[src/rtl/karaoke_line_sequencer_pkg.sv]
// Shared state encoding, default geometry and width helper for the karaoke line sequencer.
// CPSBLN / CHAR_W may be pre-defined as macros to override the default line geometry.
`ifndef CPSBLN
`define CPSBLN 16
`endif
`ifndef CHAR_W
`define CHAR_W 8
`endif

package karaoke_line_sequencer_pkg;

  localparam int DEF_CPSBLN = `CPSBLN;
  localparam int DEF_CHAR_W = `CHAR_W;

  typedef enum logic [2:0] {
    ST_IDLE      = 3'd0,
    ST_PRELOAD0  = 3'd1,
    ST_PRELOAD1  = 3'd2,
    ST_PLAY      = 3'd3,
    ST_WAIT_LOAD = 3'd4,
    ST_DONE      = 3'd5
  } state_t;

  // Index width that never collapses to zero bits for single-entry dimensions.
  function automatic int idx_w(input int n);
    return (n > 1) ? $clog2(n) : 1;
  endfunction

endpackage

[src/rtl/karaoke_line_sequencer_col_counter.sv]
// Character/column position counter for one sublist line, with enable,
// synchronous clear and a flag marking the final column of the line.
module karaoke_col_counter
  import karaoke_line_sequencer_pkg::*;
#(
  parameter int CPSBLN = DEF_CPSBLN,
  parameter int CHAR_W = DEF_CHAR_W,
  localparam int CI_W = idx_w(CPSBLN),
  localparam int CO_W = idx_w(CHAR_W)
) (
  input  logic            clk,
  input  logic            rst,
  input  logic            i_clr,
  input  logic            i_en,
  output logic [CI_W-1:0] o_char_idx,
  output logic [CO_W-1:0] o_col_idx,
  output logic            o_last
);

  logic [CI_W-1:0] r_char;
  logic [CO_W-1:0] r_col;
  logic            w_col_end;
  logic            w_char_end;

  assign w_col_end  = (r_col == CO_W'(CHAR_W - 1));
  assign w_char_end = (r_char == CI_W'(CPSBLN - 1));
  assign o_last     = w_col_end && w_char_end;

  // Wrapping on the last column leaves the indices at zero for the next line.
  always_ff @(posedge clk) begin
    if (rst || i_clr) begin
      r_char <= '0;
      r_col  <= '0;
    end else if (i_en) begin
      if (w_col_end) begin
        r_col  <= '0;
        r_char <= w_char_end ? '0 : r_char + CI_W'(1);
      end else begin
        r_col <= r_col + CO_W'(1);
      end
    end
  end

  assign o_char_idx = r_char;
  assign o_col_idx  = r_col;

endmodule

[src/rtl/karaoke_line_sequencer.sv]
// Ping-pong line sequencer for the two sublist buffers: column timing plus next-line
// load handshake. Define KARAOKE_LOOP_EN to wrap the song instead of stopping in DONE.
module karaoke_line_sequencer
  import karaoke_line_sequencer_pkg::*;
#(
  parameter int CPSBLN    = DEF_CPSBLN,
  parameter int CHAR_W    = DEF_CHAR_W,
  parameter int NUM_LINES = 36,
  parameter int LINE_AW   = 8,
  localparam int CI_W = idx_w(CPSBLN),
  localparam int CO_W = idx_w(CHAR_W)
) (
  input  logic               clk,
  input  logic               rst,
  input  logic               start,
  input  logic               pause,
  output logic               load_req,
  output logic               load_buf,
  output logic [LINE_AW-1:0] load_line,
  input  logic               load_ack,
  output logic               col_valid,
  output logic [CI_W-1:0]    char_idx,
  output logic [CO_W-1:0]    col_idx,
  output logic               active_sl,
  output logic [LINE_AW-1:0] cur_line,
  output logic               line_done,
  output logic               song_done
);

  localparam logic [LINE_AW-1:0] LAST_LINE = LINE_AW'(NUM_LINES - 1);

  state_t             r_state, w_state_next;
  logic               r_load_req, r_load_buf;
  logic [LINE_AW-1:0] r_load_line;
  logic               r_pend, r_pend_buf;
  logic [LINE_AW-1:0] r_pend_line;
  logic               r_rdy [2];
  logic               r_active_sl;
  logic [LINE_AW-1:0] r_cur_line;

  logic               w_ack, w_col_valid, w_last, w_line_end, w_final, w_wrap_ok;
  logic               w_next_buf, w_next_rdy, w_fill_en;
  logic [LINE_AW-1:0] w_next_line, w_fill_line;
  logic               w_start_load, w_adv, w_line_clr;
  logic               w_req, w_req_buf;
  logic [LINE_AW-1:0] w_req_line;

`ifdef KARAOKE_LOOP_EN
  assign w_wrap_ok = 1'b1;
`else
  assign w_wrap_ok = 1'b0;
`endif

  assign w_ack       = r_load_req && load_ack;
  assign w_col_valid = (r_state == ST_PLAY) && !pause;
  assign w_line_end  = w_col_valid && w_last;
  assign w_final     = (r_cur_line == LAST_LINE);
  assign w_next_line = w_final ? '0 : r_cur_line + LINE_AW'(1);
  assign w_fill_line = (w_next_line == LAST_LINE) ? '0 : w_next_line + LINE_AW'(1);
  assign w_fill_en   = w_wrap_ok || (!w_final && (w_next_line != LAST_LINE));
  // A one-line looping song reuses the same buffer, so it can never be pre-filled.
  assign w_next_buf  = (NUM_LINES == 1) ? r_active_sl : !r_active_sl;
  assign w_next_rdy  = (NUM_LINES > 1) &&
                       (r_rdy[w_next_buf] || (w_ack && (r_load_buf == w_next_buf)));

  always_comb begin
    w_state_next = r_state;
    w_start_load = 1'b0;
    w_adv        = 1'b0;
    w_line_clr   = 1'b0;
    w_req        = 1'b0;
    w_req_buf    = 1'b0;
    w_req_line   = '0;
    case (r_state)
      ST_IDLE, ST_DONE: begin
        if (start) begin
          w_state_next = ST_PRELOAD0;
          w_start_load = 1'b1;
          w_req        = 1'b1;
        end
      end
      ST_PRELOAD0: begin
        if (w_ack) begin
          if (NUM_LINES > 1) begin
            w_state_next = ST_PRELOAD1;
            w_req        = 1'b1;
            w_req_buf    = 1'b1;
            w_req_line   = LINE_AW'(1);
          end else begin
            w_state_next = ST_PLAY;
          end
        end
      end
      ST_PRELOAD1: begin
        if (w_ack) w_state_next = ST_PLAY;
      end
      ST_PLAY: begin
        if (w_line_end) begin
          w_line_clr = 1'b1;
          if (w_final && !w_wrap_ok) begin
            w_state_next = ST_DONE;
          end else begin
            w_req      = w_fill_en;
            w_req_buf  = r_active_sl;
            w_req_line = w_fill_line;
            if (w_next_rdy) w_adv = 1'b1;
            else            w_state_next = ST_WAIT_LOAD;
          end
        end
      end
      ST_WAIT_LOAD: begin
        if (w_ack && (r_load_buf == w_next_buf)) begin
          w_adv        = 1'b1;
          w_state_next = ST_PLAY;
        end
      end
      default: w_state_next = ST_IDLE;
    endcase
  end

  // A request raised while another is outstanding (or just acked) waits in the
  // pending slot, so load_req always drops for a cycle between loads.
  always_ff @(posedge clk) begin
    if (rst) begin
      r_state     <= ST_IDLE;
      r_load_req  <= 1'b0;
      r_load_buf  <= 1'b0;
      r_load_line <= '0;
      r_pend      <= 1'b0;
      r_pend_buf  <= 1'b0;
      r_pend_line <= '0;
      r_active_sl <= 1'b0;
      r_cur_line  <= '0;
    end else begin
      r_state <= w_state_next;
      if (w_ack) r_load_req <= 1'b0;
      if (w_req) begin
        if (r_load_req) begin
          r_pend      <= 1'b1;
          r_pend_buf  <= w_req_buf;
          r_pend_line <= w_req_line;
        end else begin
          r_load_req  <= 1'b1;
          r_load_buf  <= w_req_buf;
          r_load_line <= w_req_line;
        end
      end else if (r_pend && !r_load_req) begin
        r_load_req  <= 1'b1;
        r_load_buf  <= r_pend_buf;
        r_load_line <= r_pend_line;
        r_pend      <= 1'b0;
      end
      if (w_start_load) begin
        r_active_sl <= 1'b0;
        r_cur_line  <= '0;
      end else if (w_adv) begin
        r_active_sl <= w_next_buf;
        r_cur_line  <= w_next_line;
      end
    end
  end

  for (genvar gi = 0; gi < 2; gi++) begin : g_rdy
    always_ff @(posedge clk) begin
      if (rst || w_start_load) begin
        r_rdy[gi] <= 1'b0;
      end else if (w_ack && (r_load_buf == 1'(gi))) begin
        r_rdy[gi] <= 1'b1;
      end else if (w_line_clr && (r_active_sl == 1'(gi))) begin
        r_rdy[gi] <= 1'b0;
      end
    end
  end

  karaoke_col_counter #(
    .CPSBLN (CPSBLN),
    .CHAR_W (CHAR_W)
  ) u_col_counter (
    .clk        (clk),
    .rst        (rst),
    .i_clr      (w_start_load),
    .i_en       (w_col_valid),
    .o_char_idx (char_idx),
    .o_col_idx  (col_idx),
    .o_last     (w_last)
  );

  assign load_req  = r_load_req;
  assign load_buf  = r_load_buf;
  assign load_line = r_load_line;
  assign col_valid = w_col_valid;
  assign active_sl = r_active_sl;
  assign cur_line  = r_cur_line;
  assign line_done = w_line_end;
  assign song_done = (r_state == ST_DONE);

endmodule
[config.mk]
export PLATFORM = sky130hd
export DESIGN_NAME = karaoke_line_sequencer
export DESIGN_NICKNAME = d
export VERILOG_FILES = /design/src/rtl/karaoke_line_sequencer_pkg.sv /design/src/rtl/karaoke_line_sequencer_col_counter.sv /design/src/rtl/karaoke_line_sequencer.sv
export SDC_FILE = /design/constraint.sdc
export NUM_CORES = 1
export LEC_CHECK = 0
export ABC_CLOCK_PERIOD_IN_PS = 9500
export CAP_MARGIN = 20
export CORE_MARGIN = 3
export CORE_UTILIZATION = 59
export CTS_CLUSTER_SIZE = 40
export DETAILED_ROUTE_END_ITERATION = 6
export GPL_ROUTABILITY_DRIVEN = 0
export MAX_ROUTING_LAYER = met4
export PLACE_DENSITY = 0.89
export SLEW_MARGIN = 20
export SYNTH_ARGS = -nofsm -noshare
export SYNTH_HDL_FRONTEND = slang
export SYNTH_HIERARCHICAL = 1
export SYNTH_SLANG_ARGS = --single-unit
[constraint.sdc]
create_clock -name clk -period 9.5 [get_ports clk]
set_clock_uncertainty 0.05 [all_clocks]
set_input_delay 1.9 -clock clk [delete_from_list [all_inputs] [get_ports clk]]
set_output_delay 1.9 -clock clk [all_outputs]
set_load 0.005 [all_outputs]
# ---- Word level (Yosys, flattened, before mapping)
# Memories as Yosys holds them, arrays and structs flattened.
# Index checks and enable logic that the tools add are counted.
dict set report op_classes {
  add_sub_neg 4
  n_eq_ne 19
  muxes 65
  bitwise_logic 6
  n_reduce_logical 26
}
# cell count
set ops {}
lappend ops {{two-way mux 8 bit} 7}
lappend ops {{two-way mux 1 bit} 44}
lappend ops {{two-way mux 3 bit} 8}
lappend ops {{adder 8 x 1 -> 8 bit, second input constant} 2}
lappend ops {{== test 8 x 6 -> 1 bit, second input constant} 2}
lappend ops {{one-hot mux 8 bit (2 select lines)} 1}
lappend ops {{one-hot mux 3 bit (5 select lines)} 1}
lappend ops {{inequality test 2 bit, second input constant} 7}
lappend ops {{logical AND 1 bit} 11}
lappend ops {{== test 3 bit, second input constant} 3}
lappend ops {{inequality test 8 x 6 -> 1 bit, second input constant} 1}
lappend ops {{AND reduction 2 bit} 4}
lappend ops {{== test 3 x 2 -> 1 bit, second input constant} 2}
lappend ops {{AND reduction 6 bit} 1}
lappend ops {{adder 4 x 1 -> 4 bit, second input constant} 1}
lappend ops {{== test 4 bit, second input constant} 1}
lappend ops {{zero test 1 bit} 4}
lappend ops {{two-way mux 4 bit} 1}
lappend ops {{OR 1 bit} 4}
lappend ops {{one-hot mux 1 bit (2 select lines)} 2}
lappend ops {{OR reduction 2 bit} 2}
lappend ops {{adder 3 x 1 -> 3 bit, second input constant} 1}
lappend ops {{== test 3 x 1 -> 1 bit, second input constant} 1}
lappend ops {{zero test 3 bit} 1}
lappend ops {{6 further kinds} 8}
dict set report totals {
  reg_bits 39
  ramBits 2
  input_bits 5
  wordCells 132
  n_memories 1
}
# name depth word_bits rd rd_ports_with_merged_regs wr line_no
set mem_list {}
lappend mem_list {r_rdy 2 1 1 0 2 karaoke_line_sequencer.sv:37} ;# logic r_rdy [2];

# ---- Depth between registers and ports, before layout
dict set report logic_depth {
  word_depth 11
  mapped_depth 13
  mapped_depth_nobuf 11
}

# ---- Cells and area by module
# The synthesis kept the hierarchy.
# mod instances cells_each area_per_inst_um2 seq_area_each_um2
set by_module_without_submodules {}
lappend by_module_without_submodules {karaoke_line_sequencer 1 272 2195.9 700.7}
lappend by_module_without_submodules {karaoke_col_counter 1 39 339.1 140.1}

# ---- Worst setup path after synthesis
# OpenSTA, ideal clock, no wires.
dict set report synth_timing {
  path_type {input -> output}
  startpoint {input port pause}
  endpoint {output port line_done}
  arrival_time_ps 2462
  slack_ps 5088
  cell_stages 3
  n_path_buf 0
  cell_sequence {and4bb_2 -> nand2_1 -> inv_1}
}
dict set report synth_between {
  elab_chain_cells 3
}
# item line_no
set synth_lines {}
lappend synth_lines {{from (decl)} karaoke_line_sequencer.sv:16} ;# input logic pause,
lappend synth_lines {{zero test 1 bit} karaoke_line_sequencer.sv:55} ;# assign w_col_valid = (r_state == ST_PLAY) && !pause;
lappend synth_lines {{logical AND 1 bit} karaoke_line_sequencer.sv:55}
lappend synth_lines {{logical AND 1 bit} karaoke_line_sequencer.sv:56} ;# assign w_line_end = w_col_valid && w_last;
lappend synth_lines {{to (decl)} karaoke_line_sequencer.sv:26} ;# output logic line_done,
# No other way between the ends.

# ---- Final worst setup path
# Same ends and word-level chain as after synthesis.

==> reports/qor.yml <==
status: "finished, final reports clean"
grt_max_degree: 28
dp_hpwl_microns: 3970
maxCapViolCount: 0
dp_worst_setup_slack_ps: 3940
fp.coreArea_sq_um: 4090
power_switching_mw: 0.0941
leakage_nw: 0.984
p_per_area_nw_per_um2: 129
die_y_microns: 71.5
clockRootBuffer: "clkbuf_8"
slew_headroom: 0.374
period_share: 0.586
rsz0062_at_grt: "false"
ys.flop_type: "dfxtp_1"
synth_area_leaders: "dfxtp_1, a21oi_1, nor2_1, nand2_1, xnor2_1"
final_cells: 378
critical_path.startpoint_type: "input port"
pwr-share-clk: 0.366
hold_viol: 0
start_util: 0.620
post-route-min-period_ps: 5570
yosysSeqAreaShare: 0.332
layout-drive-gt1-share: 0.0762
switching_share: 0.251
intPower_mw: 0.280
cts.sinks: 41
insertion_delay_ps: 300
final_area_sq_um: 2900
grt_first_pass_wirelength_microns: 9940
dr.pass1.iters: 5
muxShareOfSynthArea: 0.0197
via_count: 2371
dieWidth_microns: 71.5
syn_avg_cell_area_sq_um: 8.15
port-buffer-count: 33
rows: 23
peakVddDrop_uv: 67.6
setup_viol: 0
grt_pass1_vias: 2246
cp.required_ps: 7550
synth_nets: 321
yosysTopAreaCell: "dfxtp_1"
grt_overflow: 0
antenna_found_initial: 0
path_class: "input port to primary output"
synth_common_cells: "dfxtp_1, nor2_1, a21oi_1, nand2_1, nand3_1"
ys_ff_latch: 41
synth_edf_count: 2
cts_buffers: 5
ios: 34
place_area_sq_um: 2800
place_inst: 371
combPwrFrac: 0.132
cpPeakStageDelay_ps: 550
crit_fanout: 10
tns_ps: 0
synth_compound_area_frac: 0.239
worst_pin_slew_ps: 936
drtIter0Drc: 187
post-synth-top-count-cell: "dfxtp_1"
cts_resized: 0
cts_setup_buffers: 0
synth_top_family_by_area: "simple AND/OR/NAND/NOR gates"
synthCells: 311
detail_route.wirelength_microns: 5650
synthAdderAreaFrac: 0.0247
path_clk_slew_ps: 70
worst_slack_ps: 3930
cts_tree: "built"
total_power_mw: 0.374
wl_per_cell_microns: 14.9
yosys.area_share.simple: 0.264
cts_max_level: 2
netlist.area_leader.share: 0.308
crit_top_cell: "clkdlybuf4s50_1"
synth_xor_area_frac: 0.0553
cp.arrival_ps: 3620
n_fill_cell: 342
critPathSlowestCell: "clkdlybuf4s50_1"
hold_ws_ps: 404
holdCritPathClass: "register to register"
hold_buffers: 0
ys_warn_count: 6
drv_slew: 0
dieArea_sq_um: 5120
track_usage: 0.244
postRouteAntennaNets: 0
routed_via_density: 6.27
n_antenna_cell: 0
synthArstFlopShare: 0
final_util: 0.709
ys_types: 60
cp-end-kind: "primary output"
clockBufferDepth: 2
max_freq_mhz: 180
num-nets-final: 338
syn_area_sq_um: 2530
drcViolationCount: 0
area_growth_pct: 14.4
path_cells: "clkdlybuf4s50_1, and4bb_2, nand2_1, inv_1, clkdlybuf4s50_1"
pwr-share-seq: 0.502
==> layer usage <==
metal | global-route usage | vias up | wire length, microns
met5 | - | - | 0
met4 | 0.134 | 0 | 146
met3 | 0.0589 | 18 | 329
met2 | 0.378 | 84 | 2700
met1 | 0.292 | 1107 | 2470
li1 | - | 1162 | -
==> path summary, 6_finish.rpt <==
| path | from | endpoint | slack (ps) | cells after the start |
|---|---|---|---|---|
| hold / removal | r_pend_line[3] | load_line[3] | 400 | 2 |
| setup reg to reg | cur_line[0] | load_line[3] | 5630 | 10 |
| setup / recovery | pause | line_done | 3930 | 5 |
| hold reg to reg | r_pend_line[3] | load_line[3] | 400 | 2 |
==> layout make-up <==
| type | count | area (sq um) | share of cell area |
|---|---|---|---|
| Clock buffer | 5 | 68.8 | 0.0237 |
| Clock inverter | 2 | 35.0 | 0.0121 |
| Inverter | 9 | 33.8 | 0.0117 |
| Multi-Input combinational cell | 238 | 1530 | 0.527 |
| Sequential cell | 41 | 841 | 0.290 |
| Tap cell | 50 | 62.6 | 0.0216 |
| Timing Repair Buffer | 33 | 330 | 0.114 |
==> layout by cell type (no fill, tap or decap), drive strengths merged, types with 5 or more instances in the layout <==
cell and instances:
clkbuf 5, a211oi 9, inv 9, dfxtp 39, xor2 6, nor3 10, mux2i 5, clkdlybuf4s50 33
a21o 6, and2 5, o21ai 14, or3 5, ha 5, nor2 33, nand2 28, nand3 14
a21oi 28, xnor2 10, nand3b 5
==> critical path: cells and delay by family <==
family,cells,cell delay [ps]
buffers and inverters,3,1140
AND/OR/NAND/NOR,2,580
==> power groups by stage <==
stage	clock, mW	combinational (mW)	sequential (mW)
4_1_cts	0.140	0.0495	0.188
6_report	0.137	0.0494	0.188
3_5_place_dp	0	0.0493	0.192
2_1_floorplan	0	0.0359	0.189
3_3_place_gp	0	0.0485	0.192
5_1_grt	0.147	0.0555	0.189
==> logic make-up after synthesis <==
group | after synthesis
xor gates and xnor gates | 16
buffers and inverters | 32
muxes | 5
AOI/OAI and AO/OA | 85
adders and majority gates | 5
and+or+nand+nor | 127
DFF | 41
==> state kept, by name, indices dropped and copies added, names as in the netlist, 2 cells and up <==
name	count
u_col_counter/o_col_idx	3
u_col_counter/o_char_idx	4
cur_line	8
r_rdy	2
r_pend_line	8
r_state	3
load_line	8
Note: power is estimated with default switching activity, not from simulation.
